==> config.mk <==
export PLATFORM = sky130hd
export DESIGN_NAME = tileram_arbiter
export DESIGN_NICKNAME = d
export VERILOG_FILES = /design/src/rtl/tileram_arbiter.sv
export SDC_FILE = /design/constraint.sdc
export NUM_CORES = 1
export LEC_CHECK = 0
export ABC_AREA = 1
export BUFFER_PORTS_ARGS = -buffer_cell sky130_fd_sc_hd__buf_4
export CAP_MARGIN = 10
export CORE_ASPECT_RATIO = 0.8
export CORE_UTILIZATION = 41
export CTS_CLUSTER_SIZE = 12
export DETAILED_ROUTE_END_ITERATION = 8
export PLACE_DENSITY = 0.86
export SKIP_CTS_REPAIR_TIMING = 1
export SYNTH_ARGS = -nofsm -noshare
export SYNTH_HDL_FRONTEND = slang
export SYNTH_SLANG_ARGS = --single-unit
==> constraint.sdc <==
create_clock -name CLK_6M -period 1.51 [get_ports CLK_6M]
set_input_delay 0.302 -clock CLK_6M [delete_from_list [all_inputs] [get_ports CLK_6M]]
set_output_delay 0.302 -clock CLK_6M [all_outputs]
set_load 0.01 [all_outputs]
==> src/rtl/tileram_arbiter.sv <==
`default_nettype none
// ============================================================================
//  Module   : tileram_arbiter
//  Purpose  : Single-port slot arbiter for one CY6264 tile RAM. Video tile
//             fetches own any slot they request and complete with fixed
//             latency. CPU reads and writes use a req/ack handshake and fill
//             the slots that video leaves unused. One slot = one CLK_6M cycle.
//  Ports    : CLK_6M, rst (sync, active high)
//             vid_req/vid_addr -> vid_data/vid_valid   video fetch path
//             cpu_req/cpu_we/cpu_addr/cpu_wdata -> cpu_rdata/cpu_ack  CPU bus
//             sram_addr/ce_n/oe_n/we_n/dout/dout_en, sram_din  SRAM pins
//             cpu_starved  sticky starvation flag
//  Options  : TILERAM_ARB_STARVE_MON_EN  enables the CPU starvation monitor;
//             when undefined cpu_starved is tied low.
//  Revision : 1.0  initial release
// ============================================================================
module tileram_arbiter #(
  parameter int ADDR_WIDTH   = 13,
  parameter int DATA_WIDTH   = 8,
  parameter int STARVE_LIMIT = 16
) (
  input  logic                  CLK_6M,
  input  logic                  rst,
  input  logic                  vid_req,
  input  logic [ADDR_WIDTH-1:0] vid_addr,
  output logic [DATA_WIDTH-1:0] vid_data,
  output logic                  vid_valid,
  input  logic                  cpu_req,
  input  logic                  cpu_we,
  input  logic [ADDR_WIDTH-1:0] cpu_addr,
  input  logic [DATA_WIDTH-1:0] cpu_wdata,
  output logic [DATA_WIDTH-1:0] cpu_rdata,
  output logic                  cpu_ack,
  output logic [ADDR_WIDTH-1:0] sram_addr,
  output logic                  sram_ce_n,
  output logic                  sram_oe_n,
  output logic                  sram_we_n,
  output logic [DATA_WIDTH-1:0] sram_dout,
  output logic                  sram_dout_en,
  input  logic [DATA_WIDTH-1:0] sram_din,
  output logic                  cpu_starved
);

  typedef enum logic [1:0] {
    ST_IDLE   = 2'd0,
    ST_VID    = 2'd1,
    ST_CPU_RD = 2'd2,
    ST_CPU_WR = 2'd3
  } state_t;

  state_t                  r_state;
  state_t                  w_next;
  logic                    w_ack_now;

  logic [DATA_WIDTH-1:0]   r_vid_data;
  logic                    r_vid_valid;
  logic [DATA_WIDTH-1:0]   r_cpu_rdata;
  logic                    r_cpu_ack;
  logic [ADDR_WIDTH-1:0]   r_sram_addr;
  logic                    r_sram_ce_n;
  logic                    r_sram_oe_n;
  logic                    r_sram_we_n;
  logic [DATA_WIDTH-1:0]   r_sram_dout;
  logic                    r_sram_dout_en;

  // A CPU slot ending on this edge is acknowledged on this edge; that same
  // edge must not grant the CPU again, otherwise a request that is still held
  // when the ack appears would be serviced twice.
  assign w_ack_now = (r_state == ST_CPU_RD) || (r_state == ST_CPU_WR);

  always_comb begin
    w_next = ST_IDLE;
    if (vid_req)
      w_next = ST_VID;
    else if (cpu_req && !w_ack_now)
      w_next = cpu_we ? ST_CPU_WR : ST_CPU_RD;
  end

  always_ff @(posedge CLK_6M) begin
    if (rst) begin
      r_state        <= ST_IDLE;
      r_vid_data     <= '0;
      r_vid_valid    <= 1'b0;
      r_cpu_rdata    <= '0;
      r_cpu_ack      <= 1'b0;
      r_sram_addr    <= '0;
      r_sram_ce_n    <= 1'b1;
      r_sram_oe_n    <= 1'b1;
      r_sram_we_n    <= 1'b1;
      r_sram_dout    <= '0;
      r_sram_dout_en <= 1'b0;
    end else begin
      r_state <= w_next;

      // Exit actions of the slot that ends on this edge.
      r_vid_valid <= (r_state == ST_VID);
      if (r_state == ST_VID)
        r_vid_data <= sram_din;
      r_cpu_ack <= w_ack_now;
      if (r_state == ST_CPU_RD)
        r_cpu_rdata <= sram_din;

      // Entry actions of the slot that starts on this edge.
      case (w_next)
        ST_VID: begin
          r_sram_addr    <= vid_addr;
          r_sram_oe_n    <= 1'b0;
          r_sram_we_n    <= 1'b1;
          r_sram_dout_en <= 1'b0;
          r_sram_ce_n    <= 1'b0;
        end
        ST_CPU_RD: begin
          r_sram_addr    <= cpu_addr;
          r_sram_oe_n    <= 1'b0;
          r_sram_we_n    <= 1'b1;
          r_sram_dout_en <= 1'b0;
          r_sram_ce_n    <= 1'b0;
        end
        ST_CPU_WR: begin
          r_sram_addr    <= cpu_addr;
          r_sram_dout    <= cpu_wdata;
          r_sram_oe_n    <= 1'b1;
          r_sram_we_n    <= 1'b0;
          r_sram_dout_en <= 1'b1;
          r_sram_ce_n    <= 1'b0;
        end
        default: begin
          // Address and write data hold so the bus stays quiet when idle.
          r_sram_oe_n    <= 1'b1;
          r_sram_we_n    <= 1'b1;
          r_sram_dout_en <= 1'b0;
          r_sram_ce_n    <= 1'b1;
        end
      endcase
    end
  end

  assign vid_data     = r_vid_data;
  assign vid_valid    = r_vid_valid;
  assign cpu_rdata    = r_cpu_rdata;
  assign cpu_ack      = r_cpu_ack;
  assign sram_addr    = r_sram_addr;
  assign sram_ce_n    = r_sram_ce_n;
  assign sram_oe_n    = r_sram_oe_n;
  assign sram_we_n    = r_sram_we_n;
  assign sram_dout    = r_sram_dout;
  assign sram_dout_en = r_sram_dout_en;

`ifdef TILERAM_ARB_STARVE_MON_EN
  localparam int                 c_CNT_W    = $clog2(STARVE_LIMIT + 1);
  localparam logic [c_CNT_W-1:0] c_LIMIT    = c_CNT_W'(STARVE_LIMIT);
  localparam logic [c_CNT_W-1:0] c_LIMIT_M1 = c_CNT_W'(STARVE_LIMIT - 1);

  logic [c_CNT_W-1:0] r_starve_cnt;
  logic               r_starved;
  logic               w_denied;

  // A cycle counts as denied only when video takes a slot the CPU wanted;
  // the ack edge of a served access is not a denial.
  assign w_denied = cpu_req && vid_req && !w_ack_now;

  always_ff @(posedge CLK_6M) begin
    if (rst) begin
      r_starve_cnt <= '0;
      r_starved    <= 1'b0;
    end else begin
      if (!w_denied)
        r_starve_cnt <= '0;
      else if (r_starve_cnt != c_LIMIT)
        r_starve_cnt <= r_starve_cnt + 1'b1;
      if (w_denied && (r_starve_cnt >= c_LIMIT_M1))
        r_starved <= 1'b1;
    end
  end

  assign cpu_starved = r_starved;
`else
  logic w_unused_limit;
  assign w_unused_limit = (STARVE_LIMIT != 0);
  assign cpu_starved    = 1'b0;
`endif

endmodule
`default_nettype wire

==> results summary <==
The global placer's final weighted congestion came out at 0.722. For this design, the slowest cell found on the critical path is sky130_fd_sc_hd__dfxtp_2. The diode insertion count for antenna repair is 0. The global-route total usage across every layer is 0.203. After filler insertion, the fill cell instance count of the layout stands at 351. The fraction of final layout cells with drive strength greater than 1 came out at 0.353. The worst setup path is captured at a flop. The estimated wirelength of the detail-placed design came out at 3410 um. The synthesized area per cell came out at 7.36 um^2. The root buffer cell chosen for the clock tree is sky130_fd_sc_hd__clkbuf_8. The delay of the slowest critical-path stage came out at 0.34 ns. The via count of the first global-routing pass is 1638. For this run, design rule violations remaining after detail routing come to 0. In this run, placement finished with an instance count of 395. The time the final worst path needs with I/O delays and setup came out at 1.39 ns. The post-synthesis net count is 300. Timing would allow up to 718 MHz. The clock passes through at most 2 buffers. The die footprint came out at 0.00474 mm^2. The part of the Yosys area used for sequential elements came out at 0.492. The clock tree synthesis step divided the H-tree into 2 levels. The global-route wire length before repair came out at 7400 um. The highest ir drop seen on vdd is 0.656 mV. sky130_fd_sc_hd__dfxtp_1 takes more of the synthesized area than any other cell. The distinct cell type count after synthesis came out at 20. The power after layout is 2750 uW. In this run the horizontal extent of the chip is 76.7 um.

For this block, the routed nets add up to 4690 um of wire. The count of maximum capacitance violations came out at 0. The critical path is of the reg -> reg type. In this run the remaining antenna-violating nets after routing total 0. TritonCTS built the clock tree.

At the end of the flow the core is filled with cells to 0.654. The flip-flop and latch count after synthesis is 45. The area growth from synthesis to layout is 51.0%. The number of rows created at floorplan is 21. The highest fanout seen on the critical path came out at 13. The CTS buffer count came out at 5. The insertion delay to the later sink of the worst-skew pair came out at 0.29 ns. The cell family contributing the most delay on the critical path is buffers and inverters.

The net count of the finished layout is 398. The via count of the routed design is 1910. The number of non-filler instances in the completed layout is 405. The first routing iteration left 119 violations. During I/O placement, the number of pins put on the boundary was 91. The number of sinks handled by clock tree synthesis is 45. The largest clock skew in the final design came out at 0.00530 ns.

The global route total overflow is 0. The hold violation count in the final report came out at 0. The path class of the tightest hold or removal check is in -> reg. The power per cell area came out at 996 mW/mm^2. The run finished with clean final reports. The final max-slew violation count is 0. STA puts the critical path data required time at 1.71 ns.

The share of Yosys cell area claimed by the top area cell type is 0.492. The placeable core region came out at 0.00423 mm^2. The length of the first detailed-routing pass in iterations is 4. The count of input and output buffers is 89. The detailed-route wire length per cell came out at 11.6 um. The signal on the critical path passes through inv_4, nand3_1, nand2_2, inv_2, ha_1, inv_2, clkbuf_16, nand3_1, nand2_1, inv_1. The chip height came out at 61.8 um. The nature of the critical path startpoint is a flop. The cell area after synthesis is 0.00183 mm^2.

The clock input transition at the sequential cells of the worst setup and hold paths came out at 0.08 ns. The number of antenna violations at the first check in global routing was 0. The total of endpoints with negative setup slack in the final report came out at 0. For this run, the number of Yosys warnings is 0. After synthesis, the cell types taking the most area are sky130_fd_sc_hd__dfxtp_1 49%, sky130_fd_sc_hd__nor2_1 16%, sky130_fd_sc_hd__o21ai_0 6.6%, sky130_fd_sc_hd__nand2_1 5.9%, sky130_fd_sc_hd__nand4_1 4.4%. Dividing the detail-routed via count by the number of cells gives 4.72. Entering global routing, the biggest net connects 27 pins. The synthesized netlist cell count is 249. The number of buffers and inverters on the critical path is 5. The leakage power is 0.00148 uW. The initial cell density of the core came out at 0.433. Data on the critical path arrives at its endpoint at 1.59 ns. The final cycle utilization of the critical path came out at 0.922.
registers in the layout, indices dropped and copies added (netlist names):
signal / flops
sram_dout_en: 1
sram_we_n: 1
cpu_rdata: 8
vid_data: 8
r_state: 2
sram_dout: 8
vid_valid: 1
sram_ce_n: 1
sram_addr: 13
cpu_ack: 1
sram_oe_n: 1
placed cells by master, fill, tap and decap left out:
master                       instances
sky130_fd_sc_hd__buf_4             101
sky130_fd_sc_hd__nor2_1             79
sky130_fd_sc_hd__dfxtp_1            44
sky130_fd_sc_hd__nand2_1            28
sky130_fd_sc_hd__o21ai_0            24
sky130_fd_sc_hd__inv_1              18
sky130_fd_sc_hd__nand3_1            14
sky130_fd_sc_hd__nand4_1            13
sky130_fd_sc_hd__clkbuf_8            6
sky130_fd_sc_hd__inv_2               4
sky130_fd_sc_hd__ha_1                3
sky130_fd_sc_hd__inv_4               1
sky130_fd_sc_hd__clkinvlp_4          1
sky130_fd_sc_hd__nand2_2             1
sky130_fd_sc_hd__nand3_4             1
sky130_fd_sc_hd__nor2_2              1
sky130_fd_sc_hd__nor2_4              1
sky130_fd_sc_hd__or2_2               1
sky130_fd_sc_hd__ha_2                1
sky130_fd_sc_hd__conb_1              1
sky130_fd_sc_hd__clkbuf_1            1
sky130_fd_sc_hd__bufinv_16           1
sky130_fd_sc_hd__clkbuf_16           1
sky130_fd_sc_hd__buf_12              1
sky130_fd_sc_hd__dfxtp_2             1
synth_stat cells:
library cell               number
sky130_fd_sc_hd__ha_1           4
sky130_fd_sc_hd__nand3_4        1
sky130_fd_sc_hd__clkbuf_2       1
sky130_fd_sc_hd__conb_1         1
sky130_fd_sc_hd__inv_2          3
sky130_fd_sc_hd__dfxtp_1       45
sky130_fd_sc_hd__nor2_1        79
sky130_fd_sc_hd__nor2_2         1
sky130_fd_sc_hd__nor2_4         1
sky130_fd_sc_hd__buf_4          2
sky130_fd_sc_hd__buf_6          1
sky130_fd_sc_hd__or2_2          1
sky130_fd_sc_hd__nand4_1       13
sky130_fd_sc_hd__nand3_1       14
sky130_fd_sc_hd__o21ai_0       24
sky130_fd_sc_hd__inv_1         20
sky130_fd_sc_hd__buf_2          6
sky130_fd_sc_hd__nand2_1       29
sky130_fd_sc_hd__clkbuf_1       2
sky130_fd_sc_hd__clkinv_1       1
worst reg2reg max path, stage by stage (launching register included):
cell and delay, ns:
sky130_fd_sc_hd__dfxtp_2 0.34, sky130_fd_sc_hd__inv_4 0.07, sky130_fd_sc_hd__nand3_1 0.09, sky130_fd_sc_hd__nand2_2 0.12, sky130_fd_sc_hd__inv_2 0.05, sky130_fd_sc_hd__ha_1 0.18
sky130_fd_sc_hd__inv_2 0.10, sky130_fd_sc_hd__clkbuf_16 0.16, sky130_fd_sc_hd__nand3_1 0.08, sky130_fd_sc_hd__nand2_1 0.06, sky130_fd_sc_hd__inv_1 0.03
power breakdown:
group | switching (uW) | internal [uW] | total (uW)
sequential | 43.1 | 1270 | 1310
clock | 375 | 539 | 914
combinational | 251 | 276 | 528
total | 670 | 2080 | 2750
path summary, 6_finish.rpt:
kind	from	endpoint	slack [ns]	cells past startpoint
worst min register to register	sram_dout[2]	sram_dout[2]	0.51	2
worst max register to register	r_state[1]	sram_addr[0]	0.12	10
worst max-delay path	r_state[1]	sram_addr[0]	0.12	10
worst min-delay path	rst	r_state[1]	0.23	2
logic make-up (layout without fill, tap and decap cells):
| kind of cell | Yosys count | in the layout | synth area share |
|---|---|---|---|
| AND/OR/NAND/NOR | 139 | 139 | 0.327 |
| adder cells (fa/ha/maj) | 4 | 4 | 0.0273 |
| buffers and inverters | 36 | 135 | 0.0867 |
| flip-flops | 45 | 45 | 0.492 |
| other | 1 | 1 | 0.00205 |
| AO/OA/AOI/OAI | 24 | 24 | 0.0656 |
area by class of cell:
cell class / count / area, um^2 / area share
multi-input cells: 168 / 777 / 0.281
flip-flops and latches: 45 / 902 / 0.326
repair buffers: 103 / 803 / 0.290
well taps: 57 / 71.3 / 0.0258
inverters: 24 / 96.3 / 0.0348
clock buffers: 7 / 86.3 / 0.0312
clock inverters: 1 / 30.0 / 0.0109
through the flow:
| stage | setup TNS (ns) | area [um^2] | hold slack [ns] | setup WS, ns |
|---|---|---|---|---|
| 2_1_floorplan | 0 | 1840 | 0.437 | 0.00344 |
| 6_report | 0 | 2770 | 0.226 | 0.118 |
| 3_3_place_gp | -0.322 | 2610 | 0.478 | -0.0475 |
| 3_5_place_dp | -0.408 | 2610 | 0.495 | -0.0602 |
| 5_1_grt | -0.0503 | 2770 | 0.220 | -0.0181 |
| 4_1_cts | 0 | 2730 | 0.225 | 0.0212 |
metal layers:
metal  up-vias  GRT usage  part of all wire
met1       850      0.265              0.46
met4         0     0.0824             0.012
met2        77      0.334              0.45
met3         8     0.0453             0.079
li1        975          -                 -
met5         -          0                 0
No activity file was read; power rests on OpenSTA's default activity.
